`src/rtl/seq_pkg.sv`:
```
// Shared definitions for the exec_sequencer slice: opcodes, instruction
// field positions and the sequencer state type.
package seq_pkg;

  localparam logic [2:0] OP_NOP  = 3'd0;
  localparam logic [2:0] OP_ADD  = 3'd1;
  localparam logic [2:0] OP_XOR  = 3'd2;
  localparam logic [2:0] OP_AND  = 3'd3;
  localparam logic [2:0] OP_JMP  = 3'd4;
  localparam logic [2:0] OP_HALT = 3'd7;

  // Instruction layout: opcode[11:9] rs1[8:6] rs2[5:3] rd[2:0]
  localparam int OPC_LSB = 9;
  localparam int RS1_LSB = 6;
  localparam int RS2_LSB = 3;
  localparam int RD_LSB  = 0;
  localparam int FIELD_W = 3;

  typedef enum logic [2:0] {
    S_IDLE  = 3'd0,
    S_FETCH = 3'd1,
    S_READ  = 3'd2,
    S_EXEC  = 3'd3,
    S_WB    = 3'd4,
    S_HALT  = 3'd5
  } seq_state_e;

  // Opcodes that write a result back to the register file.
  function automatic logic is_alu_op(input logic [2:0] op);
    return (op == OP_ADD) || (op == OP_XOR) || (op == OP_AND);
  endfunction

endpackage

```
`src/rtl/seq_wport_arb.sv`:
```
// Register-file write-port arbiter: core writeback has priority, the host
// is granted in any other cycle. Host support is built only when
// SEQ_HOST_PORT_EN is defined; otherwise host_gnt is tied low.
module seq_wport_arb
  import seq_pkg::*;
#(
  parameter int DATA_W = 8,
  parameter int ADDR_W = 3
) (
  input  logic              rst,
  input  logic              core_we,
  input  logic [ADDR_W-1:0] core_waddr,
  input  logic [DATA_W-1:0] core_wdata,
  input  logic              host_req,
  input  logic [ADDR_W-1:0] host_addr,
  input  logic [DATA_W-1:0] host_wdata,
  output logic              host_gnt,
  output logic              rf_we,
  output logic [ADDR_W-1:0] rf_waddr,
  output logic [DATA_W-1:0] rf_wdata
);

`ifdef SEQ_HOST_PORT_EN
  // Grant the host whenever the core is not writing and reset is low.
  always_comb begin
    host_gnt = host_req && !core_we && !rst;
  end
`else
  logic unused_host;
  assign unused_host = ^{host_req, host_addr, host_wdata};

  // Host path absent: never grant.
  always_comb begin
    host_gnt = 1'b0;
  end
`endif

  // Select the write source; idle port drives zeros.
  always_comb begin
    rf_we    = 1'b0;
    rf_waddr = '0;
    rf_wdata = '0;
    if (core_we) begin
      rf_we    = 1'b1;
      rf_waddr = core_waddr;
      rf_wdata = core_wdata;
    end else if (host_gnt) begin
      rf_we    = 1'b1;
      rf_waddr = host_addr;
      rf_wdata = host_wdata;
    end
  end

endmodule

```
`src/rtl/exec_sequencer.sv`:
```
// Multi-cycle FETCH/READ/EXEC/WB control sequencer with a shared
// register-file write port. Optional host write access: SEQ_HOST_PORT_EN.
module exec_sequencer
  import seq_pkg::*;
#(
  parameter int DATA_W  = 8,
  parameter int ADDR_W  = 3,
  parameter int PC_W    = 3,
  parameter int INSTR_W = 12
) (
  input  logic               clk,
  input  logic               rst,
  input  logic               start,
  output logic [PC_W-1:0]    imem_addr,
  input  logic [INSTR_W-1:0] imem_data,
  output logic [ADDR_W-1:0]  rf_raddr1,
  output logic [ADDR_W-1:0]  rf_raddr2,
  input  logic [DATA_W-1:0]  rf_rdata1,
  input  logic [DATA_W-1:0]  rf_rdata2,
  output logic [2:0]         alu_op,
  input  logic [DATA_W-1:0]  alu_result,
  output logic               rf_we,
  output logic [ADDR_W-1:0]  rf_waddr,
  output logic [DATA_W-1:0]  rf_wdata,
  input  logic               host_req,
  input  logic [ADDR_W-1:0]  host_addr,
  input  logic [DATA_W-1:0]  host_wdata,
  output logic               host_gnt,
  output logic               busy,
  output logic               halted,
  output logic               retired
);

  seq_state_e         state_q, state_d;
  logic [PC_W-1:0]    pc_q, pc_d;
  logic [INSTR_W-1:0] ir_q, ir_d;
  logic [DATA_W-1:0]  op1_q, op1_d;
  logic [DATA_W-1:0]  op2_q, op2_d;
  logic [DATA_W-1:0]  res_q, res_d;

  logic [2:0]         opcode;
  logic               core_we;

  logic [DATA_W-PC_W-1:0] unused_op2_hi;
  assign unused_op2_hi = op2_q[DATA_W-1:PC_W];

  assign opcode = ir_q[OPC_LSB +: FIELD_W];

  // Next-state and datapath register updates.
  always_comb begin
    state_d = state_q;
    pc_d    = pc_q;
    ir_d    = ir_q;
    op1_d   = op1_q;
    op2_d   = op2_q;
    res_d   = res_q;
    case (state_q)
      S_IDLE, S_HALT: begin
        if (start) begin
          pc_d    = '0;
          state_d = S_FETCH;
        end
      end
      S_FETCH: begin
        ir_d    = imem_data;
        state_d = S_READ;
      end
      S_READ: begin
        op1_d   = rf_rdata1;
        op2_d   = rf_rdata2;
        state_d = S_EXEC;
      end
      S_EXEC: begin
        res_d   = alu_result;
        state_d = (opcode == OP_HALT) ? S_HALT : S_WB;
      end
      S_WB: begin
        if ((opcode == OP_JMP) && (op1_q == '0)) pc_d = op2_q[PC_W-1:0];
        else                                     pc_d = pc_q + PC_W'(1);
        state_d = S_FETCH;
      end
      default: state_d = S_IDLE;
    endcase
  end

  // State registers with synchronous reset.
  always_ff @(posedge clk) begin
    if (rst) begin
      state_q <= S_IDLE;
      pc_q    <= '0;
      ir_q    <= '0;
      op1_q   <= '0;
      op2_q   <= '0;
      res_q   <= '0;
    end else begin
      state_q <= state_d;
      pc_q    <= pc_d;
      ir_q    <= ir_d;
      op1_q   <= op1_d;
      op2_q   <= op2_d;
      res_q   <= res_d;
    end
  end

  // State-decoded control outputs; writeback effects are suppressed while
  // rst is high so a reset in WB aborts the instruction.
  always_comb begin
    imem_addr = pc_q;
    rf_raddr1 = '0;
    rf_raddr2 = '0;
    alu_op    = '0;
    if (state_q == S_READ) begin
      rf_raddr1 = ir_q[RS1_LSB +: ADDR_W];
      rf_raddr2 = ir_q[RS2_LSB +: ADDR_W];
    end
    if (state_q == S_EXEC) alu_op = opcode;
    busy    = (state_q == S_FETCH) || (state_q == S_READ) ||
              (state_q == S_EXEC)  || (state_q == S_WB);
    halted  = (state_q == S_HALT);
    retired = (state_q == S_WB) && !rst;
    core_we = (state_q == S_WB) && is_alu_op(opcode) && !rst;
  end

  seq_wport_arb #(
    .DATA_W (DATA_W),
    .ADDR_W (ADDR_W)
  ) u_wport_arb (
    .rst        (rst),
    .core_we    (core_we),
    .core_waddr (ir_q[RD_LSB +: ADDR_W]),
    .core_wdata (res_q),
    .host_req   (host_req),
    .host_addr  (host_addr),
    .host_wdata (host_wdata),
    .host_gnt   (host_gnt),
    .rf_we      (rf_we),
    .rf_waddr   (rf_waddr),
    .rf_wdata   (rf_wdata)
  );

endmodule

```
`config.mk`:
```
export PLATFORM = sky130hd
export DESIGN_NAME = exec_sequencer
export DESIGN_NICKNAME = d
export VERILOG_FILES = /design/src/rtl/seq_pkg.sv /design/src/rtl/seq_wport_arb.sv /design/src/rtl/exec_sequencer.sv
export SDC_FILE = /design/constraint.sdc
export NUM_CORES = 1
export LEC_CHECK = 0
export BUFFER_PORTS_ARGS = -buffer_cell sky130_fd_sc_hd__buf_2
export CAP_MARGIN = 5
export CORE_MARGIN = 1
export CORE_UTILIZATION = 41
export DETAILED_ROUTE_END_ITERATION = 8
export GPL_ROUTABILITY_DRIVEN = 0
export GPL_TIMING_DRIVEN = 0
export PLACE_DENSITY = 0.87
export SYNTH_ARGS = -nofsm -noshare
export SYNTH_HDL_FRONTEND = slang
export SYNTH_SLANG_ARGS = --single-unit
```
`constraint.sdc`:
```
create_clock -name clk -period 1.2 [get_ports clk]
set_input_delay 0.06 -clock clk [delete_from_list [all_inputs] [get_ports clk]]
set_output_delay 0.06 -clock clk [all_outputs]
set_load 0.005 [all_outputs]
```
Word level (Yosys, flattened, before mapping). Cells that the tools add are included.

Add/sub/neg operators: 1. $mul: 0. Div/mod/pow operators: 0. $lt $le $gt $ge: 0. Equal/unequal tests: 11. Shifts and indexed selects: 0. Multiplexer cells: 12. Bitwise gates (word level): 0. Reduce and logical (&&, ||, !) cells: 15.

Operators with widths (count): $mux W3 (7); $pmux W3 S5 (1); $eq A3 B2 Y1 const B (4); $eq A3 B3 Y1 const B (4); $logic_not A8 Y1 (1); $mux W8 (1); $eq A3 B1 Y1 const B (2); $pmux W3 S2 (1); $logic_or A1 B1 Y1 (5); $logic_and A1 B1 Y1 (4); $add A3 B1 Y3 const B (1); $logic_not A3 Y1 (1); $mux W1 (2); $ne A2 B2 Y1 const B (1); $reduce_and A2 Y1 (1); $reduce_bool A2 Y1 (1); $reduce_or A2 Y1 (1); $logic_not A1 Y1 (1).

Register bits: 37. Bits in latches: 0. RAM bits: 0. ROM bits: 0. Bits of input ports: 51. Output and inout bits: 28. Word-level logic and storage cells: 45. Memories: 0.

Longest topological paths before layout. Gate-level depths: netlist of run 1.

Depth after elaboration: 6. Depth in mapped cells: 6.

By module. Synthesis of run 1 repeated with hierarchy kept, for this count alone.

Cell total of the unflattened synthesis: 207. Area total of the unflattened synthesis: 1689.1 sq um.

By module, submodules not included: exec_sequencer (times used 1, cells an instance 192, area each 1590.3 sq um, sequential area each 740.7 sq um); seq_wport_arb (times used 1, cells an instance 15, area each 98.8 sq um, sequential area each 0.0 sq um).

Worst setup path after synthesis of run 1. Ideal clock, no wire load.

Path type: register to register. Start: register state_q[1]. End: register ir_q[10]. Data arrival time: 1127 ps. Slack: -61 ps. Stages on the path, launching flop included: 6. Clock period less this slack: 1261 ps. Cell sequence: dfxtp_1 -> buf_6 -> or3b_4 -> buf_6 -> nand2_1 -> a21oi_1.

Longest elaborated chain between the ends: 1.

Ends and longest elaborated chain: start, declared (line exec_sequencer.sv:34) `seq_state_e state_q, state_d;`; start signal, assigned (line exec_sequencer.sv:96) `state_q <= state_d;`; $eq A3 B1 Y1 (line exec_sequencer.sv:57) `case (state_q)`; end signal, assigned (line exec_sequencer.sv:98) `ir_q <= ir_d;`; end, declared (line exec_sequencer.sv:36) `logic [INSTR_W-1:0] ir_q, ir_d;`.

No other way between the ends. A chain may end at the register's enable or synchronous reset.

Final worst setup path of run 1.
Start: register state_q[0]. End: output rf_wdata[2].

Longest elaborated chain between the ends: 4.

Ends and longest elaborated chain: $eq A3 B3 Y1 (line exec_sequencer.sv:121) `core_we = (state_q == S_WB) && is_alu_op(opcode) && !rst;`; $logic_and A1 B1 Y1 (2 in a row) (line exec_sequencer.sv:121); $mux W8 (line seq_wport_arb.sv:43) `if (core_we) begin`; end, declared (line exec_sequencer.sv:24) `output logic [DATA_W-1:0] rf_wdata,`.

No other way between the ends.

==> metrics.yaml, run 1 <==
syn_to_final_growth_pct: 42.9
violations: "negative setup slack"
hold_depth: 3
r2r_cells: 5
worstPathArrival_ns: 1.50
power.density_mw_per_mm2: 1070
fmax_ghz: 0.642
rsz0062_at_grt: "true"
die_h_um: 65.8
grt_pass1_wl_mm: 6.80
hold_viol_final: 0
period_needed_ns: 1.56
pwr-share-clk_pct: 30.9
worstSetupPathType: "reg2out"
seq_area_frac_synth_pct: 44.3
critical-path-max-stage-delay_ns: 0.34
fin_worst_skew_ns: 0.00442
drt_pass1_iterations: 4
grt_use_total_pct: 20.6
start_util_pct: 44.3
p_int_w: 0.00189
async_reset_ff_share_pct: 0
critPathLaunchType: "flop"
cts_tree: "built"
io_pins: 79
netlist_instances: 208
antenna_cells: 0
drv_slew: 0
power.switching_w: 0.000656
yosysUniqueCellTypes: 31
die-area_mm2: 0.00433
grt_remaining_overflow: 0
max_slew.worst_pin.slew_ns: 0.517
final_common_cell: "nand2_1"
first_global_vias: 1570
num_rows: 22
synth_ff_type: "dfxtp_1"
sequentialPowerShare_pct: 52.1
critPathMaxFanout: 5
clkLatencyLatePin_ns: 0.28
required_ns: 1.14
post-route-util_pct: 63.3
synth_fp_nets: 260
drc: 0
netlist_area_mm2: 0.00167
clk_pin_slew_ns: 0.07
drive_above_1_share_pct: 40.3
yosysTopAreaCell: "dfxtp_1"
port_buffers: 59
crit_chain: "nor2_4 -> nand3_4 -> nor3_4 -> buf_2 -> and2_1 -> buf_2"
combPwrFrac_pct: 17.0
holdCritPathClass: "in2reg"
slowest_stage: "dfxtp_2"
status: "finished with violations"
drt_iter0_markers: 79
vias: 1669
via_per_inst: 4.89
chipWidth_um: 65.8
setup_viol: 55
ant_nets: 0
maxSlewHeadroom_pct: 65.6
fin_nets: 346
placed_area_mm2: 0.00203
syn_avg_cell_area_um2: 8.03
antenna_found_initial: 0
hpwlAfterDp_mm: 2.72
final_cell_mix: "nand2_1, buf_2, dfxtp_1"
cts_buffer_depth: 2
cts_buffers: 5
cts_root_buffer: "clkbuf_8"
finalWorstSetupSlack_ns: -0.358
routed_wl_mm: 4.36
synth.ff_latch_count: 37
critPathCaptureType: "output pin"
fin_crit_sh_pct: 130
synth_warnings: 0
cts.htree.levels: 2
synth_edf_count: 0
cp_common_cell: "buf_2"
vdd_drop_max_v: 0.000840
p_sw_share_pct: 25.8
coreArea_mm2: 0.00377
grt_max_degree: 11
wl_per_cell_um: 12.8
synthTopCellsByArea: "dfxtp_1, nand2_1, a21oi_1, and2_1, buf_6"
p_leak_nw: 1.07
cts.sinks: 37
design_area_mm2: 0.00239
maxCapViolations: 0
yosys.area.top_type_share_pct: 44.3
-- layer usage --
layer / vias up / global-route usage [%] / part of all wire (%)
li1: 849 / - / -
met1: 763 / 24.2 / 44
met2: 52 / 36.6 / 49
met3: 5 / 5.00 / 6.1
met4: 0 / 6.25 / 0.67
met5: - / 0 / 0
-- final cells by class --
cell class                      instances  area (um2)
Fill cell                             315        1380
Multi-Input combinational cell        154         871
Sequential cell                        37         749
Timing Repair Buffer                   80         505
Buffer                                 13         116
Clock buffer                            5        68.8
Tap cell                               48        60.1
Inverter                                3        11.3
Clock inverter                          1        5.00
-- final timing paths --
path / end / start / slack [ns]
min reg2reg: res_q[4] / res_q[4] / 0.45
min: res_q[4] / alu_result[4] / 0.01
max: rf_wdata[2] / state_q[0] / -0.36
max reg2reg: imem_addr[0] / ir_q[9] / -0.16
-- Yosys cell counts (3+ instances only) --
cell,count
nor2_1,5
buf_4,3
clkbuf_1,4
nand2_1,66
o21ai_0,3
and2_1,20
inv_1,3
dfxtp_1,37
buf_6,5
a21oi_1,32
-- per-stage QoR --
step	setup slack (ns)	instances	setup TNS [ns]	power, W	hold WS [ns]
global route	-0.450	341	-12.98	0.00265	0.0109
floorplan	-0.0166	208	-0.227	0.00157	0.196
detailed placement	-0.198	315	-4.74	0.00168	0.308
finish	-0.358	341	-9.33	0.00255	0.00976
global placement	-0.183	315	-4.12	0.00167	0.302
CTS	-0.353	336	-10.68	0.00252	0.00825
-- timing repair --
action,4_1_cts,5_1_grt
cloned,2,0
endpoints found under the setup margin,48,61
hold endpoints to repair,0,1
resized for setup,30,7
setup buffers,13,5
pin swaps,16,5
hold buffers,0,1
-- worst max-delay path: cells and delay by family (launching register included) --
kind / cells / cell delay (ns)
simple gates: 4 / 0.60
flops: 1 / 0.34
buf+inv: 2 / 0.28
-- flip-flops by register name, summed over array words and instances, names as in the netlist --
register / count
imem_addr: 3
res_q: 8
op2_q: 3
op1_q: 8
state_q: 3
ir_q: 12
-- logic make-up (layout without fill, tap and decap cells) --
logic type	count (synthesis)	after routing	share of synthesized area, %
adders and majority gates	1	1	0.749
muxes	2	2	1.20
AOI/OAI and AO/OA	40	40	13.0
buffers and inverters	17	102	6.89
xor gates and xnor gates	1	1	0.524
DFF	37	37	44.3
other	1	1	0.225
and+or+nand+nor	109	109	33.1
-- power by group through the flow --
stage | combinational [W] | clock [W] | sequential (W)
global placement | 0.000328 | 0 | 0.00135
global route | 0.000480 | 0.000838 | 0.00133
detailed placement | 0.000335 | 0 | 0.00135
floorplan | 0.000228 | 0 | 0.00134
finish | 0.000433 | 0.000787 | 0.00133
CTS | 0.000405 | 0.000796 | 0.00132
Power figures use the tool's default switching activity.
==> run 2, diff against run 1 <==
==> constraint.sdc (replaced) <==
create_clock -name clk -period 1.2 [get_ports clk]
set_input_delay 0.24 -clock clk [delete_from_list [all_inputs] [get_ports clk]]
set_output_delay 0.24 -clock clk [all_outputs]
set_load 0.005 [all_outputs]
==> run 2 against run 1 <==
Compared with the run above:
- the flow still finishes with violations (negative setup slack)
- wire length is 22% higher
- power is 11% higher
- fmax is 11% lower
- global-route usage is 3.1 points higher
- hold slack better by 0.18 ns
- utilization is 13 points higher
- critical path depth stayed put
- critical endpoint is now rf_wdata[7]
- via count is 7.1% higher
- cell area is 20% higher
- highest routed layer unchanged
- clock-buffer cell count is 2 higher
- register-to-register slack worse by 0.30 ns
- sequential power hardly changed
==> metrics.yaml, run 2 (same netlist as run 1, synthesis figures left out) <==
place_ws_ns: -0.337  # -0.140 ns
cts_tree: "built"
port_buffers: 59  # unchanged
cts_hold_buffers: 0  # unchanged
holdCritPathClass: "in2reg"
drt_iter0_markers: 107  # +35%
fill_cells: 230  # -27%
syn_to_final_growth_pct: 71.6
vdd_drop_max_v: 0.000767  # -8.7%
dp.cells: 315  # unchanged
cts.sinks: 37  # unchanged
post-route-util_pct: 76.0  # +13 points
grt_pass1_wl_mm: 7.62  # +12%
io_pins: 79  # unchanged
first_global_vias: 1610  # +2.5%
finalWorstSetupSlack_ns: -0.553  # -0.195 ns
max_slew.worst_pin.slew_ns: 0.744  # +0.228 ns
grt_remaining_overflow: 0  # unchanged
maxSlewHeadroom_pct: 50.4  # -15 points
critPathCaptureType: "output pin"
seqCellArea_um2: 757  # +1.0%
slowest_stage: "dfxtp_4"
antenna_cells: 0  # unchanged
reg2reg_from: "state_q[1]"
p_leak_nw: 1.21  # +13%
top_register: "ir_q"
critPathMaxFanout: 4  # -1
fmax_ghz: 0.570  # -11%
hpwlAfterDp_mm: 2.81  # +3.1%
required_ns: 0.96  # -0.18 ns
hold_viol_final: 0  # unchanged
stdcell_count: 351  # +2.9%
multi_input_area_mm2: 0.00113  # +29%
num_rows: 22  # unchanged
crit_chain: "nor2_4 -> nand3_4 -> nor3_4 -> buf_4 -> and2_4 -> buf_6"
setup_viol: 61  # +11%
fin_worst_skew_ns: 0.00631  # +0.00189 ns
drt_pass1_iterations: 4  # unchanged
maxCapViolations: 0  # unchanged
grt_use_total_pct: 23.7  # +3.1 points
chipWidth_um: 65.8  # unchanged
wl_per_cell_um: 15.1  # +18%
via_per_inst: 5.09  # +4.1%
cts_buffer_depth: 2  # unchanged
coreArea_mm2: 0.00377  # unchanged
final_cell_mix: "buf_2, buf_6, nand2_1"
crit_family: "simple AND/OR/NAND/NOR gates"
fin_nets: 354  # +2.3%
cts.htree.levels: 2  # unchanged
critical-path-max-stage-delay_ns: 0.37  # +0.03 ns
worstPathArrival_ns: 1.51  # about the same
grt_max_degree: 13  # +2
routed_wl_mm: 5.31  # +22%
drv_slew: 0  # unchanged
largest_reg_flops: 12  # unchanged
start_util_pct: 44.3  # unchanged
fin_crit_sh_pct: 146  # +16 points
worstSetupPathType: "reg2out"
die-area_mm2: 0.00433  # unchanged
vias: 1788  # +7.1%
period_needed_ns: 1.75  # +0.195 ns
antenna_found_initial: 0  # unchanged
critPathLaunch: "state_q[1]"
status: "finished with violations"
drive_above_1_share_pct: 64.7  # +24 points
power.density_mw_per_mm2: 988  # -7.4%
critPathLaunchType: "flop"
hp-start: "imem_data[5]"
ant_nets: 0  # unchanged
clk_pin_slew_ns: 0.07  # about the same
rsz0062_at_grt: "true"
die_h_um: 65.8  # unchanged
clkLatencyLatePin_ns: 0.29  # about the same
violations: "negative setup slack"
path_buf_inv: 2  # unchanged
cts_buffers: 5  # unchanged
finalSetupTns_ns: -21.02  # -11.69 ns
final_common_cell: "buf_2"
top_regs: "ir_q (12), op1_q (8), res_q (8)"
cts_root_buffer: "clkbuf_8"
drc: 0  # unchanged
[run 2: cell count changes in the layout (fill, tap and decap cells not counted), moves of 11 or more]
cell,change
a21oi_1,-20
a21oi_2,+20
and2_1,-11
and2_4,+11
buf_2,-12
buf_6,+19
nand2_1,-30
nand2_2,+21
[run 2: layout make-up]
type,count,share of cell area [%]
multi-input combinational,154,39.3
sequential,37,26.4
timing repair buffer,89,24.7
buffer,12,3.80
clock buffer,7,3.01
tap,48,2.10
inverter,3,0.393
clock inverter,1,0.262
[run 2: metrics by stage]
| step | total power, W | cell area, um2 | hold slack (ns) |
|---|---|---|---|
| 4_1_cts | 0.00269 | 2540 | 0.182 |
| 5_1_grt | 0.00296 | 2870 | 0.183 |
| 2_1_floorplan | 0.00158 | 1700 | 0.376 |
| 3_5_place_dp | 0.00169 | 2060 | 0.442 |
| 3_3_place_gp | 0.00168 | 2060 | 0.437 |
| 6_report | 0.00283 | 2870 | 0.187 |
[run 2: power by group]
part | total (W) | internal [W] | switching, W
Sequential | 0.00135 | 0.00129 | 0.0000659
Clock | 0.000894 | 0.000466 | 0.000428
Combinational | 0.000586 | 0.000314 | 0.000272
[run 2: routing by layer]
| metal | GRT usage, % | routed length [um] | up-vias |
|---|---|---|---|
| li1 | - | - | 871 |
| met1 | 29.3 | 2190 | 836 |
| met2 | 40.4 | 2740 | 68 |
| met3 | 5.34 | 278 | 13 |
| met4 | 7.61 | 96 | 0 |
| met5 | 0 | 0 | - |
[run 2: repair_timing]
item / CTS / global route
buffers inserted: 19 / 8
endpoints found under the hold margin: 0 / 0
cloned: 4 / 1
pin swaps: 55 / 16
endpoints found under the setup margin: 52 / 61
resized for setup: 64 / 68
[run 2: worst register-to-register path, stage by stage (launching register included)]
cell and delay, ns:
dfxtp_4 0.37, buf_4 0.14, buf_8 0.12, buf_6 0.12
or3b_4 0.44, clkbuf_16 0.18, nand2_1 0.08, a21oi_1 0.07
[run 2: final timing paths]
check / to / depth (start not counted) / slack [ns]
setup / recovery: rf_wdata[7] / 6 / -0.55
hold / removal: ir_q[5] / 3 / 0.19
setup reg to reg: ir_q[2] / 7 / -0.46
hold reg to reg: ir_q[5] / 2 / 0.46
